--- config.mk ---
export PLATFORM = sky130hd
export DESIGN_NAME = mnist_frame_buffer
export DESIGN_NICKNAME = d
export VERILOG_FILES = /design/src/rtl/mnist_frame_buffer.sv
export SDC_FILE = /design/constraint.sdc
export NUM_CORES = 2
export LEC_CHECK = 0
export ABC_AREA = 1
export BUFFER_PORTS_ARGS = -buffer_cell sky130_fd_sc_hd__buf_2
export CORE_MARGIN = 4
export CORE_UTILIZATION = 30
export CTS_BUF_LIST = sky130_fd_sc_hd__clkbuf_16
export CTS_CLUSTER_DIAMETER = 50
export DETAILED_ROUTE_END_ITERATION = 8
export HOLD_SLACK_MARGIN = 0.08
export SYNTH_ARGS = -nofsm -noshare
export SYNTH_HDL_FRONTEND = slang
export SYNTH_SLANG_ARGS = --single-unit
--- constraint.sdc ---
create_clock -name clk -period 2.6 [get_ports clk]
set_input_delay 0.26 -clock clk [delete_from_list [all_inputs] [get_ports clk]]
set_output_delay 0.26 -clock clk [all_outputs]
set_load 0.005 [all_outputs]
--- src/rtl/mnist_frame_buffer.sv ---
// mnist_frame_buffer: ping-pong pixel store between the camera capture path and
// the classifier. The writer fills wr_bank while the reader consumes a complete,
// stable frame from the other bank. A completed frame is swapped in only when the
// read bank is free; otherwise it is dropped and counted.
// Optional build macro: MNIST_FB_STATS_EN (per-frame nonzero-pixel statistics).
module mnist_frame_buffer #(
  parameter int unsigned DATA_W = 1,
  parameter int unsigned IMG_W  = 32,
  parameter int unsigned IMG_H  = 32,
  parameter int unsigned RD_LAT = 1,
  localparam int unsigned DEPTH  = IMG_W * IMG_H,
  localparam int unsigned ADDR_W = (DEPTH > 1) ? $clog2(DEPTH) : 1
) (
  input  logic              clk,
  input  logic              rst,
  input  logic              wr_en,
  input  logic [ADDR_W-1:0] wr_addr,
  input  logic [DATA_W-1:0] wr_data,
  input  logic              wr_frame_end,
  output logic              frame_ready,
  input  logic              rd_en,
  input  logic [ADDR_W-1:0] rd_addr,
  output logic [DATA_W-1:0] rd_data,
  output logic              rd_valid,
  input  logic              rd_release,
  output logic [7:0]        frame_id,
  output logic [15:0]       drop_cnt,
  output logic [ADDR_W:0]   pix_count
);

  localparam logic [ADDR_W:0] DEPTH_C = (ADDR_W + 1)'(DEPTH);

  // Frame-level control state
  logic        wr_bank_q, wr_bank_d;
  logic        full_q, full_d;
  logic [7:0]  frame_id_q, frame_id_d;
  logic [15:0] drop_cnt_q, drop_cnt_d;

  logic wr_in_range, rd_in_range;
  logic rel, swap, drop, wr_fire, rd_acc, rd_bank;

  // Storage: two banks, no reset on contents
  logic [DATA_W-1:0] bank0_mem [DEPTH];
  logic [DATA_W-1:0] bank1_mem [DEPTH];

  // Read pipeline stage 1 (RAM output)
  logic              s1_valid_q;
  logic [DATA_W-1:0] s1_data_q;

  // Frame-end resolution: release is applied first, so a same-cycle release
  // and frame end always swaps and full never drops low.
  always_comb begin
    wr_in_range = {1'b0, wr_addr} < DEPTH_C;
    rd_in_range = {1'b0, rd_addr} < DEPTH_C;
    wr_fire     = wr_en & wr_in_range & ~rst;
    rd_acc      = rd_en & full_q;
    rd_bank     = ~wr_bank_q;
    rel         = rd_release & full_q;
    swap        = wr_frame_end & (~full_q | rel);
    drop        = wr_frame_end & ~swap;
    wr_bank_d   = wr_bank_q;
    full_d      = full_q & ~rel;
    frame_id_d  = frame_id_q;
    drop_cnt_d  = drop_cnt_q;
    if (swap) begin
      wr_bank_d  = ~wr_bank_q;
      full_d     = 1'b1;
      frame_id_d = frame_id_q + 8'd1;
    end
    if (drop && (drop_cnt_q != '1)) begin
      drop_cnt_d = drop_cnt_q + 16'd1;
    end
  end

  // Control state register
  always_ff @(posedge clk) begin
    if (rst) begin
      wr_bank_q  <= 1'b0;
      full_q     <= 1'b0;
      frame_id_q <= '0;
      drop_cnt_q <= '0;
    end else begin
      wr_bank_q  <= wr_bank_d;
      full_q     <= full_d;
      frame_id_q <= frame_id_d;
      drop_cnt_q <= drop_cnt_d;
    end
  end

  // Pixel writes into the current write bank
  always_ff @(posedge clk) begin
    if (wr_fire) begin
      if (wr_bank_q) bank1_mem[wr_addr] <= wr_data;
      else           bank0_mem[wr_addr] <= wr_data;
    end
  end

  // Read stage 1: bank and address are fixed at acceptance; holds when idle
  always_ff @(posedge clk) begin
    if (rst) begin
      s1_valid_q <= 1'b0;
      s1_data_q  <= '0;
    end else begin
      s1_valid_q <= rd_acc;
      if (rd_acc) begin
        if (!rd_in_range) s1_data_q <= '0;
        else if (rd_bank) s1_data_q <= bank1_mem[rd_addr];
        else              s1_data_q <= bank0_mem[rd_addr];
      end
    end
  end

  generate
    if (RD_LAT >= 2) begin : g_rd_lat2
      logic              s2_valid_q;
      logic [DATA_W-1:0] s2_data_q;

      // Read stage 2: output register, updated only by valid stage-1 data
      always_ff @(posedge clk) begin
        if (rst) begin
          s2_valid_q <= 1'b0;
          s2_data_q  <= '0;
        end else begin
          s2_valid_q <= s1_valid_q;
          if (s1_valid_q) s2_data_q <= s1_data_q;
        end
      end

      assign rd_valid = s2_valid_q;
      assign rd_data  = s2_data_q;
    end else begin : g_rd_lat1
      assign rd_valid = s1_valid_q;
      assign rd_data  = s1_data_q;
    end
  endgenerate

  assign frame_ready = full_q;
  assign frame_id    = frame_id_q;
  assign drop_cnt    = drop_cnt_q;

`ifdef MNIST_FB_STATS_EN
  logic [ADDR_W:0] nz_cnt_q, nz_cnt_d;
  logic [ADDR_W:0] pix_count_q, pix_count_d;

  // Per-frame nonzero counter; the swap latches the count including a
  // same-cycle write, then the counter restarts for the next frame.
  always_comb begin
    nz_cnt_d    = nz_cnt_q;
    pix_count_d = pix_count_q;
    if (wr_fire && (wr_data != '0) && (nz_cnt_q != '1)) begin
      nz_cnt_d = nz_cnt_q + (ADDR_W + 1)'(1);
    end
    if (swap) begin
      pix_count_d = nz_cnt_d;
      nz_cnt_d    = '0;
    end else if (drop) begin
      nz_cnt_d = '0;
    end
  end

  // Statistics registers
  always_ff @(posedge clk) begin
    if (rst) begin
      nz_cnt_q    <= '0;
      pix_count_q <= '0;
    end else begin
      nz_cnt_q    <= nz_cnt_d;
      pix_count_q <= pix_count_d;
    end
  end

  assign pix_count = pix_count_q;
`else
  assign pix_count = '0;
`endif

endmodule

==> impl_metrics.toml <==
[setup_path]
cp.required_ns = 3.39
arrival_ns = 3.04
cp-start-kind = "flop"
crit_path_end_kind = "flop"
crit_path_max_fanout = 1
path_class = "reg2reg"

[power_and_ir_drop]
swShare_pct = 24.5
p_sw_mw = 18.3
power_density_mw_per_mm2 = 667
p_leak_nw = 36.4
clockPowerShare_pct = 43.0
p_seq_share_pct = 49.1
max-vdd-ir-drop_uv = 655
combPwrFrac_pct = 7.9
p_int_mw = 56.5

[yosys]
synth_cell_types = 27
synth.largest_area_cell = "edfxtp_1"
synth_area_per_cell_sq_um = 10.1
synth_ff_type = "edfxtp_1"
synth-xor-area-share_pct = 0.00911
netlist_instances = 9540
ys_async_sr_fraction_pct = 0
synthTopCellsByArea = "edfxtp_1 64%, nor3_1 11%, nand3_1 11%"
synth_edf_count = 2048
synth_top_area_share_pct = 64.0
ys_seq_area_share_pct = 64.6
yosysWarningCount = 0
syn_area_sq_mm = 0.0961
synth_top_family_by_area = "simple AND/OR/NAND/NOR gates"
synth_compound_area_share_pct = 0.314
ys_ff_latch = 2076
synthMuxAreaShare_pct = 0
synth-simple-area-share_pct = 29.9
synthAdderAreaFrac_pct = 0.0260

[clock_network]
cts_sinks = 2076
post_cts_buffers = 0
hold_buffers = 11
htree_levels = 4
path_clk_slew_ns = 0.06
cts_tree = "done"
cts_buffer_depth = 3
cts-resized-gates = 0
cts_buffers = 234
clk_latency_ns = 0.91
cts_root_buf = "clkbuf_16"

[floorplan]
die_w_um = 574
dieHeight_um = 574
std_cell_rows = 207
ios = 65
core_area_sq_mm = 0.319
start_util_pct = 30.2
die_area_sq_mm = 0.329

[grt]
grt_pass1_wl_um = 464000
grtUsageTotal_pct = 18.2
antenna_found_initial = 12
grt_pass1_vias = 71200
grt_max_degree = 188
grt_overflow = 0

[layout]
drive_gt1_share_pct = 11.0
final_common_cell = "nor3_1"
area_growth_pct = 16.7
final_nets = 9396
final_cell_mix = "2,074 x nor3_1, 2,050 x nand2_1, 2,048 x edfxtp_1, 2,039 x nand3_1, 370 x buf_4"
nFillCells = 31700

[sta]
whs_ns = 0.260
hold_violations = 0
slew_headroom_pct = 27.9
slew_viol_final = 0
tns_ns = 0
post-route-min-period_ns = 2.25
fin_ws_ns = 0.353
fmax_mhz = 445
worst_pin_slew_ns = 1.08
finalCritPeriodShare_pct = 86.4
fin_skew_ns = 0.0511
rsz0062_at_grt = "no"
setup_viol_count_final = 0

[detailed_routing]
drt-initial-drc-count = 8718
drtPass1Iterations = 8
viasPerCell = 5.49
remaining_drc_errors = 0
postRouteAntennaNets = 0
vias = 75600
wire_per_inst_um = 22.6
wl_um = 311000

[placed_design]
io_buffers = 53
gp_congestion = 0.826
pre_cts_ws_ns = -0.150
dp_hpwl_um = 167000

[hold_path]
holdCritPathClass = "in2reg"

[run_status]
status = "completed"

[run]
maxCapViolations = 0
-- power by group through the flow --
stage	sequential, mW	combinational (mW)	clock [mW]
after floorplan	37.5	2.90	0
after global placement	37.5	5.78	0
after detailed placement	37.5	5.79	0
after CTS	36.8	5.82	32.6
after global routing	36.7	6.27	34.0
final	36.8	5.88	32.2
-- routing by layer --
layer | up-vias | routed length (um) | track usage (%)
met1 | 37600 | 129000 | 25.2
met5 | - | 0 | 0
met4 | 0 | 11400 | 6.64
met2 | 3420 | 144000 | 28.8
met3 | 628 | 27700 | 2.85
li1 | 33900 | - | -
-- stage by stage --
stage | utilization (%) | cells | cell area (sq um) | power [mW]
floorplan | - | 9550 | 96100 | 40.4
global placement | 32.8 | 13300 | 104000 | 43.3
detailed placement | 32.8 | 13300 | 104000 | 43.3
CTS | 35.2 | 13700 | 112000 | 75.2
global route | 35.2 | 13700 | 112000 | 77.0
finish | 35.2 | 13800 | 112000 | 74.8
-- worst paths after layout --
kind	startpoint	slack (ns)	endpoint	cells after the start
max	bank0_mem[25]	0.35	rd_data	15
min	rd_addr[7]	0.26	rd_data	9
max reg2reg	bank0_mem[25]	0.35	rd_data	15
min reg2reg	frame_id[7]	0.46	frame_id[7]	2
-- cells by family (layout without fill, tap and decap cells) --
kind of cell               after synthesis  count (layout)
and+or+nand+nor                       6266            6266
DFF                                   2076            2076
buffers and inverters                 1136            1151
AOI/OAI and AO/OA                       58              58
adders and majority gates                2               2
other                                    1              21
xor gates and xnor gates                 1               1
-- Yosys cell counts, types with 15 or more instances --
library cell / instances
nor3_1: 2074
buf_6: 15
edfxtp_1: 2048
nand3_1: 2041
clkbuf_1: 607
buf_4: 68
dfxtp_1: 28
buf_2: 305
nand2_1: 2114
o21ai_0: 26
a21oi_1: 28
inv_1: 58
buf_1: 78
nor2_1: 28
-- flip-flops by register name, summed over array words and instances (netlist names) --
register	cells
wr_bank_q	1
frame_ready	1
drop_cnt	16
rd_valid	1
rd_data	1
frame_id	8
bank1_mem	1024
bank0_mem	1024
-- layout make-up --
class	instances	area, sq um	area share, %
clock buffers	234	5860	5.22
inverters	63	275	0.245
multi-input cells	6338	29400	26.2
flip-flops and latches	2076	62100	55.3
diodes	10	25.0	0.0223
repair buffers	654	7630	6.80
well taps	4180	5230	4.66
clock inverters	200	1680	1.50
-- worst max-delay path, cell delays in order (launching register included) --
cell	delay, ns
edfxtp_1	0.36
nand2_1	0.07
nand3_1	0.08
nand3_1	0.14
nand3_1	0.08
nand3_1	0.12
nand3_1	0.07
nand3_1	0.22
nand3_1	0.27
nand3_1	0.18
buf_4	0.16
nand3_1	0.08
nand3_1	0.08
nand3_1	0.08
nand2_1	0.08
inv_1	0.04
(Power assumes the default switching activity.)
